===== src/rtl/invalidate_cpu_controller_pkg.sv =====
// Shared types for the snoopy invalidate-protocol cache: line coherence states,
// bus commands and a saturating counter helper.
package invalidate_cpu_controller_pkg;

  typedef enum logic [1:0] {
    INVALID  = 2'd0,
    SHARED   = 2'd1,
    MODIFIED = 2'd2
  } STATE_TYPE;

  typedef enum logic [2:0] {
    BUS_NONE,
    BUS_READ,
    BUS_READ_EXCLUSIVE,
    BUS_INVALIDATE,
    BUS_WRITEBACK
  } BUS_COMMAND_TYPE;

  function automatic logic [31:0] sat_inc(input logic [31:0] value);
    return (value == '1) ? value : value + 32'd1;
  endfunction

endpackage


===== src/rtl/CPUCacheInterface.sv =====
// CPU-side port of the set-associative cache unit; the controller is the initiator,
// the cache unit answers with the hit way (or the replacement victim on a miss).
interface CPUCacheInterface #(
  parameter int TAG_WIDTH         = 6,
  parameter int INDEX_WIDTH       = 6,
  parameter int OFFSET_WIDTH      = 4,
  parameter int SET_ASSOCIATIVITY = 1,
  parameter int DATA_WIDTH        = 16
);
  logic [INDEX_WIDTH-1:0]                  index;
  logic [OFFSET_WIDTH-1:0]                 offset;
  logic [TAG_WIDTH-1:0]                    tagIn;
  logic [TAG_WIDTH-1:0]                    tagOut;
  logic [DATA_WIDTH-1:0]                   dataIn;
  logic [DATA_WIDTH-1:0]                   dataOut;
  invalidate_cpu_controller_pkg::STATE_TYPE stateIn;
  invalidate_cpu_controller_pkg::STATE_TYPE stateOut;
  logic                                    writeTag;
  logic                                    writeData;
  logic                                    writeState;
  logic                                    hit;
  logic [SET_ASSOCIATIVITY-1:0]            cacheNumber;

  modport controller (
    output index, offset, tagIn, dataIn, stateIn, writeTag, writeData, writeState,
    input  hit, tagOut, dataOut, stateOut, cacheNumber
  );

  modport cache (
    input  index, offset, tagIn, dataIn, stateIn, writeTag, writeData, writeState,
    output hit, tagOut, dataOut, stateOut, cacheNumber
  );
endinterface


===== src/rtl/invalidate_cpu_controller_bus_line_transfer.sv =====
// Request/grant/ack handshake and word counter for one cache-line burst on the
// shared bus; used for both dirty write-back and line fill.
module invalidate_cpu_controller_bus_line_transfer #(
  parameter int OFFSET_WIDTH = 4
) (
  input  logic                    clk,
  input  logic                    rst_n,
  input  logic                    active,
  input  logic                    clear,
  input  logic                    bus_grant,
  input  logic                    bus_ack,
  output logic                    bus_request,
  output logic                    xfer_valid,
  output logic                    last_word,
  output logic [OFFSET_WIDTH-1:0] word_count
);

  logic [OFFSET_WIDTH-1:0] count_q, count_d;
  logic                    word_done;

  assign bus_request = active;
  assign xfer_valid  = active & bus_grant;
  assign word_done   = xfer_valid & bus_ack;
  assign last_word   = word_done & (count_q == '1);
  assign word_count  = count_q;

  always_comb begin
    // NOTE: assign the default first so every path drives count_d; otherwise a latch is inferred.
    count_d = count_q;
    if (clear) begin
      count_d = '0;
    end else if (word_done) begin
      count_d = count_q + OFFSET_WIDTH'(1);
    end
  end

  // NOTE: state flops use <= so every register samples pre-edge values together.
  always_ff @(posedge clk) begin
    if (!rst_n) count_q <= '0;
    else        count_q <= count_d;
  end

endmodule


===== src/rtl/invalidate_cpu_controller.sv =====
// CPU-side controller for the snoopy invalidate cache: hits, fills, dirty write-backs
// and shared-line upgrades. Optional hit/miss counters under CACHE_CONTROLLER_STATISTICS_EN.
module invalidate_cpu_controller
  import invalidate_cpu_controller_pkg::*;
#(
  parameter int TAG_WIDTH         = 6,
  parameter int INDEX_WIDTH       = 6,
  parameter int OFFSET_WIDTH      = 4,
  parameter int SET_ASSOCIATIVITY = 1,
  parameter int DATA_WIDTH        = 16,
  localparam int ADDRESS_WIDTH    = TAG_WIDTH + INDEX_WIDTH + OFFSET_WIDTH
) (
  input  logic                     clock,
  input  logic                     reset,
  input  logic                     cpuRead,
  input  logic                     cpuWrite,
  input  logic [ADDRESS_WIDTH-1:0] cpuAddress,
  input  logic [DATA_WIDTH-1:0]    cpuDataIn,
  output logic [DATA_WIDTH-1:0]    cpuDataOut,
  output logic                     cpuFunctionComplete,
  CPUCacheInterface.controller     cpuCacheInterface,
  output logic                     accessEnable,
  output logic                     busRequest,
  input  logic                     busGrant,
  output BUS_COMMAND_TYPE          busCommand,
  output logic [ADDRESS_WIDTH-1:0] busAddress,
  output logic [DATA_WIDTH-1:0]    busDataOut,
  input  logic [DATA_WIDTH-1:0]    busDataIn,
  input  logic                     busAck
`ifdef CACHE_CONTROLLER_STATISTICS_EN
  ,
  output logic [31:0]              hitCount,
  output logic [31:0]              missCount
`endif
);

  typedef enum logic [2:0] {
    IDLE, CHECK, WRITEBACK, INVALIDATE_LINE, FILL, COMMIT, UPGRADE, DONE
  } ctrl_state_t;

  ctrl_state_t state_q, state_d;
  logic        upgrade_acked_q, upgrade_acked_d;

  logic [TAG_WIDTH-1:0]    addr_tag;
  logic [INDEX_WIDTH-1:0]  addr_index;
  logic [OFFSET_WIDTH-1:0] addr_offset;
  logic                    line_hit;
  logic                    xfer_active, xfer_clear, xfer_request, xfer_valid, xfer_last;
  logic [OFFSET_WIDTH-1:0] word_count;
  logic                    upgrade_request;

  assign addr_tag    = cpuAddress[ADDRESS_WIDTH-1 -: TAG_WIDTH];
  assign addr_index  = cpuAddress[OFFSET_WIDTH +: INDEX_WIDTH];
  assign addr_offset = cpuAddress[OFFSET_WIDTH-1:0];
  // A matching tag on an invalidated line is still a miss.
  assign line_hit    = cpuCacheInterface.hit && (cpuCacheInterface.stateOut != INVALID);
  assign busRequest  = xfer_request | upgrade_request;

  invalidate_cpu_controller_bus_line_transfer #(.OFFSET_WIDTH(OFFSET_WIDTH)) u_bus_line_transfer (
    .clk         (clock),
    .rst_n       (reset),
    .active      (xfer_active),
    .clear       (xfer_clear),
    .bus_grant   (busGrant),
    .bus_ack     (busAck),
    .bus_request (xfer_request),
    .xfer_valid  (xfer_valid),
    .last_word   (xfer_last),
    .word_count  (word_count)
  );

  always_comb begin
    state_d                      = state_q;
    upgrade_acked_d              = upgrade_acked_q;
    xfer_active                  = 1'b0;
    xfer_clear                   = 1'b0;
    upgrade_request              = 1'b0;
    cpuCacheInterface.index      = addr_index;
    cpuCacheInterface.offset     = addr_offset;
    cpuCacheInterface.tagIn      = addr_tag;
    cpuCacheInterface.dataIn     = '0;
    cpuCacheInterface.stateIn    = INVALID;
    cpuCacheInterface.writeTag   = 1'b0;
    cpuCacheInterface.writeData  = 1'b0;
    cpuCacheInterface.writeState = 1'b0;
    busCommand                   = BUS_NONE;
    busAddress                   = '0;
    busDataOut                   = '0;
    cpuFunctionComplete          = 1'b0;
    cpuDataOut                   = '0;
    accessEnable                 = 1'b0;

    unique case (state_q)
      IDLE: if (cpuRead || cpuWrite) state_d = CHECK;
      CHECK: begin
        if (line_hit) begin
          if (cpuWrite && cpuCacheInterface.stateOut == SHARED) begin
            upgrade_acked_d = 1'b0;
            state_d         = UPGRADE;
          end else begin
            state_d = DONE;
          end
        end else if (cpuCacheInterface.stateOut == MODIFIED) begin
          xfer_clear = 1'b1;
          state_d    = WRITEBACK;
        end else begin
          state_d = INVALIDATE_LINE;
        end
      end
      WRITEBACK: begin
        xfer_active              = 1'b1;
        cpuCacheInterface.offset = word_count;
        if (xfer_valid) begin
          busCommand = BUS_WRITEBACK;
          busAddress = {cpuCacheInterface.tagOut, addr_index, word_count};
          busDataOut = cpuCacheInterface.dataOut;
        end
        if (xfer_last) state_d = INVALIDATE_LINE;
      end
      INVALIDATE_LINE: begin
        // Victim goes invalid before the fill so an aborted fill never leaves mixed data valid.
        cpuCacheInterface.writeState = 1'b1;
        cpuCacheInterface.stateIn    = INVALID;
        xfer_clear                   = 1'b1;
        state_d                      = FILL;
      end
      FILL: begin
        xfer_active              = 1'b1;
        cpuCacheInterface.offset = word_count;
        if (xfer_valid) begin
          busCommand = cpuWrite ? BUS_READ_EXCLUSIVE : BUS_READ;
          busAddress = {addr_tag, addr_index, word_count};
          if (busAck) begin
            cpuCacheInterface.writeData = 1'b1;
            cpuCacheInterface.dataIn    = busDataIn;
          end
        end
        if (xfer_last) state_d = COMMIT;
      end
      COMMIT: begin
        cpuCacheInterface.writeTag   = 1'b1;
        cpuCacheInterface.writeState = 1'b1;
        cpuCacheInterface.stateIn    = cpuWrite ? MODIFIED : SHARED;
        state_d                      = CHECK;
      end
      UPGRADE: begin
        if (upgrade_acked_q) begin
          cpuCacheInterface.writeState = 1'b1;
          cpuCacheInterface.stateIn    = MODIFIED;
          upgrade_acked_d              = 1'b0;
          state_d                      = CHECK;
        end else if (busGrant) begin
          upgrade_request = 1'b1;
          busCommand      = BUS_INVALIDATE;
          busAddress      = cpuAddress;
          if (busAck) upgrade_acked_d = 1'b1;
        end else if (!line_hit) begin
          // A snoop took the line away before the grant: re-evaluate as a miss.
          state_d = CHECK;
        end else begin
          upgrade_request = 1'b1;
        end
      end
      DONE: begin
        cpuFunctionComplete = 1'b1;
        accessEnable        = 1'b1;
        cpuDataOut          = cpuCacheInterface.dataOut;
        if (cpuWrite) begin
          cpuCacheInterface.writeData = 1'b1;
          cpuCacheInterface.dataIn    = cpuDataIn;
        end
        state_d = IDLE;
      end
      default: state_d = IDLE;
    endcase
  end

  always_ff @(posedge clock) begin
    if (!reset) begin
      state_q         <= IDLE;
      upgrade_acked_q <= 1'b0;
    end else begin
      state_q         <= state_d;
      upgrade_acked_q <= upgrade_acked_d;
    end
  end

`ifdef CACHE_CONTROLLER_STATISTICS_EN
  logic        first_check_q, first_check_d;
  logic [31:0] hit_count_q, hit_count_d, miss_count_q, miss_count_d;

  // Only the first CHECK of a request counts; the re-check after a fill does not.
  always_comb begin
    first_check_d = first_check_q;
    hit_count_d   = hit_count_q;
    miss_count_d  = miss_count_q;
    if (state_q == IDLE) begin
      first_check_d = 1'b1;
    end else if (state_q == CHECK && first_check_q) begin
      first_check_d = 1'b0;
      if (line_hit) hit_count_d  = sat_inc(hit_count_q);
      else          miss_count_d = sat_inc(miss_count_q);
    end
  end

  always_ff @(posedge clock) begin
    if (!reset) begin
      first_check_q <= 1'b0;
      hit_count_q   <= '0;
      miss_count_q  <= '0;
    end else begin
      first_check_q <= first_check_d;
      hit_count_q   <= hit_count_d;
      miss_count_q  <= miss_count_d;
    end
  end

  assign hitCount  = hit_count_q;
  assign missCount = miss_count_q;
`endif

endmodule

===== src/flat_wrapper.sv =====
// flat-port wrapper written by rule: the top's interface ports become plain ports
module invalidate_cpu_controller_flat import invalidate_cpu_controller_pkg::*;
#(
  parameter int TAG_WIDTH         = 6,
  parameter int INDEX_WIDTH       = 6,
  parameter int OFFSET_WIDTH      = 4,
  parameter int SET_ASSOCIATIVITY = 1,
  parameter int DATA_WIDTH        = 16,
  localparam int ADDRESS_WIDTH    = TAG_WIDTH + INDEX_WIDTH + OFFSET_WIDTH
)
  (clock, reset, cpuRead, cpuWrite, cpuAddress, cpuDataIn, cpuDataOut, cpuFunctionComplete, accessEnable, busRequest, busGrant, busCommand, busAddress, busDataOut, busDataIn, busAck, cpuCacheInterface_index, cpuCacheInterface_offset, cpuCacheInterface_tagIn, cpuCacheInterface_dataIn, cpuCacheInterface_stateIn, cpuCacheInterface_writeTag, cpuCacheInterface_writeData, cpuCacheInterface_writeState, cpuCacheInterface_hit, cpuCacheInterface_tagOut, cpuCacheInterface_dataOut, cpuCacheInterface_stateOut, cpuCacheInterface_cacheNumber);
  CPUCacheInterface #(.TAG_WIDTH(TAG_WIDTH), .INDEX_WIDTH(INDEX_WIDTH), .OFFSET_WIDTH(OFFSET_WIDTH), .SET_ASSOCIATIVITY(SET_ASSOCIATIVITY), .DATA_WIDTH(DATA_WIDTH)) cpuCacheInterface_i ();
  input  logic clock;
  input  logic reset;
  input  logic cpuRead;
  input  logic cpuWrite;
  input  logic [ADDRESS_WIDTH-1:0] cpuAddress;
  input  logic [DATA_WIDTH-1:0] cpuDataIn;
  output logic [DATA_WIDTH-1:0] cpuDataOut;
  output logic cpuFunctionComplete;
  output logic accessEnable;
  output logic busRequest;
  input  logic busGrant;
  output BUS_COMMAND_TYPE busCommand;
  output logic [ADDRESS_WIDTH-1:0] busAddress;
  output logic [DATA_WIDTH-1:0] busDataOut;
  input  logic [DATA_WIDTH-1:0] busDataIn;
  input  logic busAck;
  output wire logic [$bits(cpuCacheInterface_i.index)-1:0] cpuCacheInterface_index;
  output wire logic [$bits(cpuCacheInterface_i.offset)-1:0] cpuCacheInterface_offset;
  output wire logic [$bits(cpuCacheInterface_i.tagIn)-1:0] cpuCacheInterface_tagIn;
  output wire logic [$bits(cpuCacheInterface_i.dataIn)-1:0] cpuCacheInterface_dataIn;
  output wire logic [$bits(cpuCacheInterface_i.stateIn)-1:0] cpuCacheInterface_stateIn;
  output wire logic [$bits(cpuCacheInterface_i.writeTag)-1:0] cpuCacheInterface_writeTag;
  output wire logic [$bits(cpuCacheInterface_i.writeData)-1:0] cpuCacheInterface_writeData;
  output wire logic [$bits(cpuCacheInterface_i.writeState)-1:0] cpuCacheInterface_writeState;
  input wire logic [$bits(cpuCacheInterface_i.hit)-1:0] cpuCacheInterface_hit;
  input wire logic [$bits(cpuCacheInterface_i.tagOut)-1:0] cpuCacheInterface_tagOut;
  input wire logic [$bits(cpuCacheInterface_i.dataOut)-1:0] cpuCacheInterface_dataOut;
  input wire logic [$bits(cpuCacheInterface_i.stateOut)-1:0] cpuCacheInterface_stateOut;
  input wire logic [$bits(cpuCacheInterface_i.cacheNumber)-1:0] cpuCacheInterface_cacheNumber;
  assign cpuCacheInterface_index = cpuCacheInterface_i.index;
  assign cpuCacheInterface_offset = cpuCacheInterface_i.offset;
  assign cpuCacheInterface_tagIn = cpuCacheInterface_i.tagIn;
  assign cpuCacheInterface_dataIn = cpuCacheInterface_i.dataIn;
  assign cpuCacheInterface_stateIn = cpuCacheInterface_i.stateIn;
  assign cpuCacheInterface_writeTag = cpuCacheInterface_i.writeTag;
  assign cpuCacheInterface_writeData = cpuCacheInterface_i.writeData;
  assign cpuCacheInterface_writeState = cpuCacheInterface_i.writeState;
  assign cpuCacheInterface_i.hit = cpuCacheInterface_hit;
  assign cpuCacheInterface_i.tagOut = cpuCacheInterface_tagOut;
  assign cpuCacheInterface_i.dataOut = cpuCacheInterface_dataOut;
  assign cpuCacheInterface_i.stateOut = cpuCacheInterface_stateOut;
  assign cpuCacheInterface_i.cacheNumber = cpuCacheInterface_cacheNumber;
  invalidate_cpu_controller #(.TAG_WIDTH(TAG_WIDTH), .INDEX_WIDTH(INDEX_WIDTH), .OFFSET_WIDTH(OFFSET_WIDTH), .SET_ASSOCIATIVITY(SET_ASSOCIATIVITY), .DATA_WIDTH(DATA_WIDTH)) u_core (.clock(clock), .reset(reset), .cpuRead(cpuRead), .cpuWrite(cpuWrite), .cpuAddress(cpuAddress), .cpuDataIn(cpuDataIn), .cpuDataOut(cpuDataOut), .cpuFunctionComplete(cpuFunctionComplete), .cpuCacheInterface(cpuCacheInterface_i), .accessEnable(accessEnable), .busRequest(busRequest), .busGrant(busGrant), .busCommand(busCommand), .busAddress(busAddress), .busDataOut(busDataOut), .busDataIn(busDataIn), .busAck(busAck));
endmodule

===== config.mk =====
export PLATFORM = sky130hd
export DESIGN_NAME = invalidate_cpu_controller_flat
export DESIGN_NICKNAME = d
export VERILOG_FILES = /design/src/rtl/invalidate_cpu_controller_pkg.sv /design/src/rtl/CPUCacheInterface.sv /design/src/rtl/invalidate_cpu_controller_bus_line_transfer.sv /design/src/rtl/invalidate_cpu_controller.sv /design/src/flat_wrapper.sv
export SDC_FILE = /design/constraint.sdc
export NUM_CORES = 1
export LEC_CHECK = 0
export ABC_AREA = 1
export ABC_CLOCK_PERIOD_IN_PS = 1900
export BUFFER_PORTS_ARGS = -buffer_cell sky130_fd_sc_hd__buf_2
export CAP_MARGIN = 20
export CORE_ASPECT_RATIO = 0.9
export CORE_MARGIN = 2
export CORE_UTILIZATION = 34
export DETAILED_ROUTE_END_ITERATION = 12
export PLACE_DENSITY = 0.83
export SLEW_MARGIN = 20
export SYNTH_ARGS = -nofsm -noshare
export SYNTH_HDL_FRONTEND = slang
export SYNTH_SLANG_ARGS = --single-unit

===== constraint.sdc =====
create_clock -name clock -period 1.9 [get_ports clock]
set_clock_uncertainty 0.05 [all_clocks]
set_input_delay 0.38 -clock clock [delete_from_list [all_inputs] [get_ports clock]]
set_output_delay 0.38 -clock clock [all_outputs]
set_load 0.05 [all_outputs]

==> metrics.yaml, run 1 <==
post-place-ws_ps: 44.5
ir_drop_v: 0.000869
dieArea_mm2: 0.00482
worst-r2r-cell-count: 9
insertion_delay_ps: 240
post-synth-top-count-cell: "nand2_1"
worstSetupPathType: "flop to primary output"
fillers: 293
yosysWarnings: 0
drive_gt1_share_pct: 64.2
worst_pin_slew_ps: 351
synth-edff-count: 0
dr.pass1.iters: 4
diodes: 0
die_y_um: 66.1
yosysTopAreaCellShare_pct: 14.1
ys_ff_latch: 8
placed_area_mm2: 0.00250
io_pins: 171
ys_seq_area_share_pct: 11.0
design_area_mm2: 0.00316
nets: 521
grt_max_degree: 19
initial_utilization_pct: 35.5
track_usage_pct: 26.2
crit_required_ps: 1470
cts_buffer_depth: 2
core_area_mm2: 0.00410
crit_slowest_cell: "dfxtp_4"
synthArstFlopShare_pct: 0
detail-route-antenna-nets: 0
grt_setup_unrepaired: "true"
path_buf_inv: 3
clk_pin_slew_ps: 50
drt_wl_total_mm: 7.01
fmax_mhz: 519
path_depth: 7
slew_headroom_pct: 76.6
cts_root_buffer: "clkbuf_8"
num_vias: 2397
drt_iter0_markers: 61
critPathCaptureType: "primary output"
netlist_top_cells_area: "nand3_1 (14%), nand2_1 (13%), dfxtp_1 (11%)"
setup_ws_ps: -27.9
path_cells: "inv_6, nand3_4, nor2_4, buf_6, nand2_1, nand2_2, buf_8"
cts-hold-fix-buffers: 0
dp_hpwl_mm: 4.70
area_delta_synth_final_pct: 117
grt_pass1_vias: 2258
maxCapViolations: 0
arrival_ps: 1500
numCtsBuffers: 3
place_congestion: 0.920
cts.sinks: 8
cts_tree: "built"
vias_per_cell: 4.92
critPathTopFamily: "simple AND/OR/NAND/NOR gates"
placementRows: 22
total_leakage_power_nw: 1.71
antenna_found_initial: 0
grt.overflow.total: 0
drc_errors: 0
avgRoutedWirePerCell_um: 14.4
hp-class: "input port to flop"
fin_crit_ps: 1930
p_per_area_mw_per_mm2: 1050
portBuffers: 169
slew_viol_final: 0
synthesis.instances: 262
syn-mean-instance-area_um2: 5.56
violations: "setup timing"
setup_violations: 16
cp_max_fo: 7
synth.cell_area_mm2: 0.00146
crit_path_start_kind: "flop"
grt_pass1_wl_mm: 10.1
status: "finished, violations left"
hold_viol: 0
ys_types: 33
fp.dieW_um: 73.0
synth_nets: 343
finalCritPeriodShare_pct: 101
slowest_delay_ps: 370
synth_ff_type: "dfxtp_1"
r2r_slack_ps: 520
whs_path_depth: 3
synth_area_leader_cell: "nand3_1"
synth_commonest_cells: "nand2_1 (52), nor2_1 (42), nand3_1 (41)"
h-tree-depth: 1
[final timing paths]
kind | from | endpoint
worst min register to register | u_core.u_bus_line_transfer.word_count[3]$_SDFFE_PP0P_ | u_core.u_bus_line_transfer.word_count[3]$_SDFFE_PP0P_
worst max register to register | u_core.state_q[0]$_SDFFE_PN0P_ | u_core.u_bus_line_transfer.word_count[2]$_SDFFE_PP0P_
worst min-delay path | reset | u_core.state_q[2]$_SDFFE_PN0P_
worst max-delay path | u_core.state_q[0]$_SDFFE_PN0P_ | busAddress[15]
[repair_timing]
action | CTS | global route
hold endpoints to repair | 0 | 0
setup buffers | 11 | 3
setup endpoints to repair | 67 | 70
cloned | 1 | 0
pin swaps | 11 | 8
gates resized for setup | 112 | 56
[power by group]
group	total, mW	internal (mW)	switching (mW)
logic	2.77	0.971	1.80
registers	0.319	0.228	0.0915
clock network	0.222	0.146	0.0754
total	3.31	1.35	1.97
[cell families after synthesis]
group,Yosys count,synth area share [%]
fa+ha+maj,1,0.859
flops,8,11.0
buf+inv,65,21.3
compound gates,30,12.3
xor+xnor,2,1.20
simple gates,156,53.4
[worst min-delay path: stages]
cell     delay, ps
buf_2          130
nand2_1         60
nor2_1          30
[sequential cells by signal, indices dropped and copies added, names as in the netlist]
register                               flops
u_core.state_q                             3
u_core.upgrade_acked_q                     1
u_core.u_bus_line_transfer.word_count      4
[per-stage QoR]
stage / cells / power [mW] / utilization, % / hold slack, ps / setup TNS, ps
4_1_cts: 484 / 3.09 / 72.5 / 339 / -129
5_1_grt: 487 / 3.46 / 77.0 / 364 / -2310
6_report: 487 / 3.31 / 77.0 / 345 / -227
3_5_place_dp: 468 / 2.45 / 61.0 / 443 / 0
2_1_floorplan: 262 / 2.01 / - / 415 / -2900
3_3_place_gp: 468 / 2.43 / 61.0 / 435 / 0
[metal layers]
layer	track usage (%)	up-vias	routed length [um]
li1	-	1170	-
met1	28.8	1105	2530
met2	50.5	101	3910
met3	3.20	21	388
met4	9.72	0	189
met5	0	-	0
[cell usage in the layout (no fill, tap or decap), drive strengths merged, types with 3 or more instances in the layout]
master / count
inv: 43
nand3: 43
o21ai: 18
nand2: 57
o22ai: 3
buf: 188
clkbuf: 10
a21oi: 6
dfxtp: 8
nor2: 51
[final cells by class]
| cell class | instances | area (um^2) | share of cell area [%] |
|---|---|---|---|
| timing repair buffer | 194 | 1440 | 45.6 |
| multi-input combinational | 190 | 1240 | 39.3 |
| inverter | 43 | 201 | 6.38 |
| sequential | 8 | 171 | 5.43 |
| tap | 48 | 60.1 | 1.90 |
| clock buffer | 4 | 45.0 | 1.43 |
No activity file was read; power rests on OpenSTA's default activity.
==> run 2, diff against run 1 <==
--- a/config.mk
+++ b/config.mk
@@ -9,10 +9,10 @@
 export ABC_CLOCK_PERIOD_IN_PS = 1900
 export BUFFER_PORTS_ARGS = -buffer_cell sky130_fd_sc_hd__buf_2
 export CAP_MARGIN = 20
-export CORE_ASPECT_RATIO = 0.9
 export CORE_MARGIN = 2
 export CORE_UTILIZATION = 34
 export DETAILED_ROUTE_END_ITERATION = 12
+export GPL_TIMING_DRIVEN = 0
 export PLACE_DENSITY = 0.83
 export SLEW_MARGIN = 20
 export SYNTH_ARGS = -nofsm -noshare
==> run 2 against run 1 <==
The run still ends with setup timing left. Routed wire length rose by 31%. Die area barely moved. Power rose by 8.5%. Fmax fell by 6.4%. Hold slack got worse by 7.9 ps. Flip-flop and latch count did not move. Largest cell class unchanged. Largest power group unchanged. Highest routed layer unchanged.
==> metrics.yaml, run 2 (synthesis results as in run 1) <==
seq_area_um2: 171  # unchanged
grt_setup_unrepaired: "true"  # unchanged
arrival_ps: 1630  # was 1500 ps
cts_root_buffer: "clkbuf_8"  # unchanged
total_power_mw: 3.59  # was 3.31 mW
whs_ps: 337  # was 345 ps
fmax_mhz: 486  # was 519 MHz
placementRows: 23  # was 22
track_usage_pct: 31.1  # was 26.2%
fin_util_pct: 86.6  # was 77.0%
grt_pass1_wl_mm: 12.3  # was 10.1 mm
cts.sinks: 8  # unchanged
slew_viol_final: 0  # unchanged
grt_max_degree: 12  # was 19
portBuffers: 168  # was 169
design_area_mm2: 0.00352  # was 0.00316 mm^2
worst_pin_slew_ps: 363  # was 351 ps
fin_crit_ps: 2060  # was 1930 ps
hold_viol: 0  # unchanged
setup_ws_ps: -159  # was -27.9 ps
instances_no_fill: 510  # was 487
dr.pass1.iters: 5  # was 4
detail-route-antenna-nets: 0  # unchanged
layout_common_cells: "buf_2 (94), buf_4 (48), buf_6 (43), nand2_1 (36), inv_1 (33)"  # was buf_2 (102), buf_6 (48), nand2_1 (40), nand3_1 (37), inv_1 (33)
area_delta_synth_final_pct: 141  # was 117%
drt_iter0_markers: 210  # was 61
crit_path_start_kind: "flop"  # unchanged
dp_hpwl_mm: 5.22  # was 4.70 mm
die_y_um: 69.5  # was 66.1 um
ir_drop_v: 0.000847  # was 0.000869 V
grt.overflow.total: 0  # unchanged
num_vias: 2719  # was 2397
clk_pin_slew_ps: 50  # about the same
hp-class: "input port to flop"  # unchanged
cpMostUsedCell: "nor2_4"
cp-startpoint: "u_core.state_q[0]$_SDFFE_PN0P_"  # unchanged
critPathCaptureType: "primary output"  # unchanged
maxCapViolations: 0  # unchanged
worstHoldStart: "reset"  # unchanged
h-tree-depth: 1  # unchanged
cts-hold-fix-buffers: 0  # unchanged
placed_area_mm2: 0.00256  # was 0.00250 mm^2
path_cells: "inv_6, nand3_1, nor2_4, nand2_4, inv_8, nor2_4, nor2_2, buf_6"  # was inv_6, nand3_4, nor2_4, buf_6, nand2_1, nand2_2, buf_8
io_pins: 171  # unchanged
status: "finished, violations left"  # unchanged
setup_violations: 55  # was 16
fp.dieW_um: 69.5  # was 73.0 um
p_per_area_mw_per_mm2: 1020  # was 1050 mW/mm^2
r2r-start: "u_core.state_q[0]$_SDFFE_PN0P_"  # unchanged
avgRoutedWirePerCell_um: 18.1  # was 14.4 um
slew_headroom_pct: 75.8  # was 76.6%
total_leakage_power_nw: 1.84  # was 1.71 nW
largest_reg_flops: 4  # unchanged
diodes: 0  # unchanged
worstSetupPathType: "flop to primary output"  # unchanged
drt_wl_total_mm: 9.22  # was 7.01 mm
antenna_found_initial: 0  # unchanged
cp_max_fo: 8  # was 7
drive_gt1_share_pct: 69.1  # was 64.2%
vias_per_cell: 5.33  # was 4.92
drc_errors: 0  # unchanged
dp.cells: 480  # was 468
crit_slowest_cell: "dfxtp_4"  # unchanged
core_area_mm2: 0.00406  # was 0.00410 mm^2
finalCritPeriodShare_pct: 108  # was 101%
crit_required_ps: 1470  # about the same
dieArea_mm2: 0.00482  # about the same
final_common_cell: "buf_2"  # unchanged
violations: "setup timing"  # unchanged
nets: 542  # was 521
multi_input_area_mm2: 0.00132  # was 0.00124 mm^2
slowest_delay_ps: 360  # was 370 ps
place_congestion: 0.865  # was 0.920
numCtsBuffers: 3  # unchanged
fillers: 209  # was 293
cts_buffer_depth: 2  # unchanged
insertion_delay_ps: 250  # was 240 ps
grt_pass1_vias: 2543  # was 2258
initial_utilization_pct: 35.9  # was 35.5%
cts_tree: "built"  # unchanged
-- run 2: cell count changes in the layout (fill, tap and decap cells not counted), sizes merged --
cell and delta:
clkbuf +6, nand2 -1, buf +16
-- run 2: critical path, delay by kind of cell (launching register included) --
family                 cells  cell delay (ps)
and+or+nand+nor            5              640
buffers and inverters      3              370
DFF                        1              360
-- run 2: layout make-up --
cell class / instances / share of cell area, %
buffer: 21 / 4.84
clock buffer: 4 / 1.28
inverter: 43 / 5.52
multi-input combinational: 189 / 37.6
sequential: 8 / 4.88
tap: 50 / 1.78
timing repair buffer: 195 / 44.1
-- run 2: what timing repair did --
item | 4_1_cts | 5_1_grt
gates cloned | 2 | 1
hold endpoints to repair | 0 | 0
setup buffers | 18 | 6
pin swaps | 15 | 18
endpoints found under the setup margin | 73 | 76
gates resized for setup | 152 | 68
-- run 2: through the flow --
step	worst slack [ps]	TNS, ps
detailed placement	-332	-4600
floorplan	-138	-2900
global placement	-316	-4020
global route	-213	-7240
CTS	-69.2	-2160
finish	-159	-4110
-- run 2: worst paths after layout --
path / depth (start not counted) / slack [ps] / end
max: 8 / -160 / busAddress[8]
max reg2reg: 10 / 430 / u_core.state_q[1]$_SDFFE_PN0P_
min: 3 / 340 / u_core.state_q[2]$_SDFFE_PN0P_
min reg2reg: 2 / 460 / u_core.u_bus_line_transfer.word_count[0]$_SDFFE_PP0P_
-- run 2: power by group --
part / internal [mW] / total, mW / switching [mW]
registers: 0.228 / 0.313 / 0.0854
clock network: 0.147 / 0.231 / 0.0838
logic: 1.14 / 3.05 / 1.91
total: 1.52 / 3.59 / 2.08
-- run 2: layer usage --
metal | up-vias | GRT usage [%] | routed length [um]
li1 | 1214 | - | -
met5 | - | 0 | 0
met4 | 0 | 14.6 | 437
met3 | 49 | 5.67 | 723
met1 | 1273 | 33.6 | 3110
met2 | 183 | 57.7 | 4950
==> run 3, diff against run 2 <==
--- a/config.mk
+++ b/config.mk
@@ -17,4 +17,5 @@
 export SLEW_MARGIN = 20
 export SYNTH_ARGS = -nofsm -noshare
 export SYNTH_HDL_FRONTEND = slang
+export SYNTH_HIERARCHICAL = 1
 export SYNTH_SLANG_ARGS = --single-unit
==> constraint.sdc (replaced) <==
create_clock -name clock -period 1.9 [get_ports clock]
set_clock_uncertainty 0.05 [all_clocks]
set_input_delay 0.38 -clock clock [delete_from_list [all_inputs] [get_ports clock]]
set_output_delay 0.38 -clock clock [all_outputs]
set_load 0.01 [all_outputs]
==> run 3 against run 2 <==
The flow still finishes with violations (setup timing). Final cell count down 0.39%. Cell area down 16%. Area after synthesis up 0.77%. Setup slack worse by 120 ps. Clock power down 7%. Via count down 11%. Synthesized cell count up 1.1%. Critical path type unchanged. Largest cell class unchanged.
==> metrics.yaml, run 3 <==
status: "finished, violations left"  # unchanged
violations: "setup timing"  # unchanged
io_pins: 171  # unchanged
die_y_um: 69.7  # was 69.5 um
cts_root_buffer: "clkbuf_8"  # unchanged
path_cells: "nor2_4, nand2_4, nand2_4, buf_8, nand2_4, inv_4, inv_8, nor2_4, inv_2, nand2_4, a22o_1, buf_2"  # was inv_6, nand3_1, nor2_4, nand2_4, inv_8, nor2_4, nor2_2, buf_6
total_power_mw: 2.14  # was 3.59 mW
largest_reg_flops: 4  # unchanged
post-place-ws_ps: -249  # was -332 ps
ys_ff_latch: 8  # unchanged
maxCapViolations: 0  # unchanged
multi_input_area_mm2: 0.00112  # was 0.00132 mm^2
drc_errors: 0  # unchanged
synth_commonest_cells: "nor2_1 (50), inv_1 (42), nand3_1 (42)"  # was nand2_1 (52), nor2_1 (42), nand3_1 (41)
diodes: 0  # unchanged
cts_buffer_depth: 2  # unchanged
numCtsBuffers: 3  # unchanged
grt_pass1_wl_mm: 9.49  # was 12.3 mm
synth-edff-count: 0  # unchanged
worst-r2r-cell-count: 14  # was 10
h-tree-depth: 1  # unchanged
seqPwrFrac_pct: 14.9  # was 8.7%
dieArea_mm2: 0.00486  # was 0.00482 mm^2
grt_pass1_vias: 2045  # was 2543
cpMostUsedCell: "nand2_4"  # was nor2_4
netlist_top_cells_area: "nand3_1 (14%), nor2_1 (13%), dfxtp_1 (11%)"  # was nand3_1 (14%), nand2_1 (13%), dfxtp_1 (11%)
slew_viol_final: 0  # unchanged
ir_drop_v: 0.000669  # was 0.000847 V
crit_required_ps: 1470  # about the same
dr.pass1.iters: 5  # unchanged
portBuffers: 168  # unchanged
place_congestion: 0.847  # was 0.865
intPower_mw: 1.11  # was 1.52 mW
sw_frac_of_total_pct: 48.3  # was 57.8%
r2r-start: "u_core/state_q[1]$_SDFFE_PN0P_"  # was u_core.state_q[0]$_SDFFE_PN0P_
fp.dieW_um: 69.7  # was 69.5 um
yosysWarnings: 6  # was 0
placed_area_mm2: 0.00244  # was 0.00256 mm^2
antenna_found_initial: 0  # unchanged
grt_max_degree: 12  # unchanged
fin_crit_ps: 2180  # was 2060 ps
drt_wl_total_mm: 7.16  # was 9.22 mm
clk_pin_slew_ps: 50  # about the same
slew_headroom_pct: 70.5  # was 75.8%
arrival_ps: 1750  # was 1630 ps
synth_area_leader_cell: "nand3_1"  # unchanged
num_vias: 2419  # was 2719
crit_slowest_cell: "dfxtp_4"  # unchanged
initial_utilization_pct: 35.9  # about the same
cts.sinks: 8  # unchanged
detail-route-antenna-nets: 0  # unchanged
crit_path_start_kind: "flop"  # unchanged
placementRows: 23  # unchanged
synthesis.instances: 265  # was 262
cts_tree: "built"  # unchanged
seq_area_um2: 171  # unchanged
drt_iter0_markers: 76  # was 210
synth.cell_area_mm2: 0.00147  # was 0.00146 mm^2
drive_gt1_share_pct: 59.4  # was 69.1%
avgRoutedWirePerCell_um: 14.1  # was 18.1 um
hp-class: "input port to flop"  # unchanged
worst_pin_slew_ps: 442  # was 363 ps
area_delta_synth_final_pct: 102  # was 141%
track_usage_pct: 23.3  # was 31.1%
fillers: 309  # was 209
insertion_delay_ps: 230  # was 250 ps
instances_no_fill: 508  # was 510
post-synth-top-count-cell: "nor2_1"  # was nand2_1
fmax_mhz: 459  # was 486 MHz
grt.overflow.total: 0  # unchanged
grt_setup_unrepaired: "true"  # unchanged
slowest_delay_ps: 360  # about the same
design_area_mm2: 0.00296  # was 0.00352 mm^2
worstHoldStart: "reset"  # unchanged
synth_nets: 346  # was 343
hold_viol: 0  # unchanged
clkPwrFrac_pct: 10.0  # was 6.4%
synthArstFlopShare_pct: 0  # unchanged
syn-mean-instance-area_um2: 5.54  # was 5.56 um^2
setup_ws_ps: -281  # was -159 ps
final_common_cell: "buf_2"  # unchanged
timing.rr.end: "u_core/state_q[2]$_SDFFE_PN0P_"  # was u_core.state_q[1]$_SDFFE_PN0P_
p_comb_share_pct: 75.1  # was 84.9%
whs_path_depth: 3  # unchanged
critPathCaptureType: "primary output"  # unchanged
holdPathEnd: "u_core/state_q[0]$_SDFFE_PN0P_"  # was u_core.state_q[2]$_SDFFE_PN0P_
cp_max_fo: 7  # was 8
core_area_mm2: 0.00409  # was 0.00406 mm^2
yosysTopAreaCellShare_pct: 14.3  # was 14.1%
total_leakage_power_nw: 1.80  # was 1.84 nW
nets: 541  # was 542
ys_seq_area_share_pct: 10.9  # was 11.0%
ys_types: 29  # was 33
setup_violations: 57  # was 55
dp.cells: 483  # was 480
r2r_slack_ps: -40  # was 430 ps
worstSetupPathType: "flop to primary output"  # unchanged
finalSetupTns_ps: -10390  # was -4110 ps
finalCritPeriodShare_pct: 115  # was 108%
p_per_area_mw_per_mm2: 724  # was 1020 mW/mm^2
whs_ps: 372  # was 337 ps
layout_common_cells: "buf_2 (152), nand3_1 (42), inv_1 (40), nand2_1 (39), buf_4 (33)"  # was buf_2 (94), buf_4 (48), buf_6 (43), nand2_1 (36), inv_1 (33)
fin_util_pct: 72.4  # was 86.6%
p_sw_mw: 1.04  # was 2.08 mW
synth_ff_type: "dfxtp_1"  # unchanged
vias_per_cell: 4.76  # was 5.33
dp_hpwl_mm: 4.86  # was 5.22 mm
run 3: changes by cell type in the layout (fill, tap and decap cells not counted), moves of 9 or more:
cell | previous run | this run
nand3_1 | 29 | 42
nor2_2 | 19 | 10
buf_2 | 94 | 152
buf_4 | 48 | 33
nand2_2 | 14 | 3
clkbuf_4 | 10 | 0
buf_8 | 16 | 1
buf_6 | 43 | 22
nor2_1 | 12 | 26
run 3: worst max-delay path by stage:
stage / start / to / depth (start not counted)
floorplan: u_core/state_q[1]$_SDFFE_PN0P_ / busAddress[4] / 13
global placement: u_core/state_q[1]$_SDFFE_PN0P_ / cpuCacheInterface_dataIn[14] / 13
detailed placement: u_core/state_q[1]$_SDFFE_PN0P_ / busAddress[5] / 14
CTS: u_core/state_q[1]$_SDFFE_PN0P_ / cpuCacheInterface_dataIn[14] / 13
global route: u_core/state_q[1]$_SDFFE_PN0P_ / busAddress[8] / 13
finish: u_core/state_q[1]$_SDFFE_PN0P_ / busAddress[10] / 12
run 3: layer usage:
metal  part of all wire, %  GRT usage, %
met1                    36          25.7
met2                    55          45.3
met3                   6.5          3.20
met4                   2.5          7.05
met5                     0             0
run 3: what timing repair did:
action / 4_1_cts / 5_1_grt
resized for setup: 20 / 51
pin swaps: 11 / 15
buffers inserted: 12 / 10
cloned: 0 / 2
setup endpoints to repair: 63 / 74
hold buffers: 0 / 0
run 3: final cells by class:
| type | instances | share of cell area [%] |
|---|---|---|
| well taps | 50 | 2.11 |
| plain buffers | 23 | 6.30 |
| inverters | 48 | 7.15 |
| flip-flops and latches | 8 | 5.79 |
| repair buffers | 191 | 39.2 |
| clock buffers | 3 | 1.40 |
| multi-input cells | 185 | 38.0 |
run 3: cells by family (layout without fill, tap and decap cells):
family	count (synthesis)	count (layout)	share of synthesized area, %
flip-flops	8	8	10.9
adder cells (fa/ha/maj)	1	1	0.852
AND/OR/NAND/NOR	153	153	50.5
buffers and inverters	72	265	24.1
AO/OA/AOI/OAI	31	31	13.6
run 3: power by group through the flow:
stage	clock, mW	sequential [mW]	combinational, mW
2_1_floorplan	0	0.264	0.899
3_3_place_gp	0	0.269	1.23
3_5_place_dp	0	0.271	1.25
4_1_cts	0.214	0.277	1.42
5_1_grt	0.227	0.325	1.74
6_report	0.214	0.319	1.61
run 3: critical path: cells and delay by family (launching register included):
| kind | cells | cell delay, ps |
|---|---|---|
| simple gates | 6 | 560 |
| buf+inv | 5 | 420 |
| flops | 1 | 360 |
| compound gates | 1 | 180 |
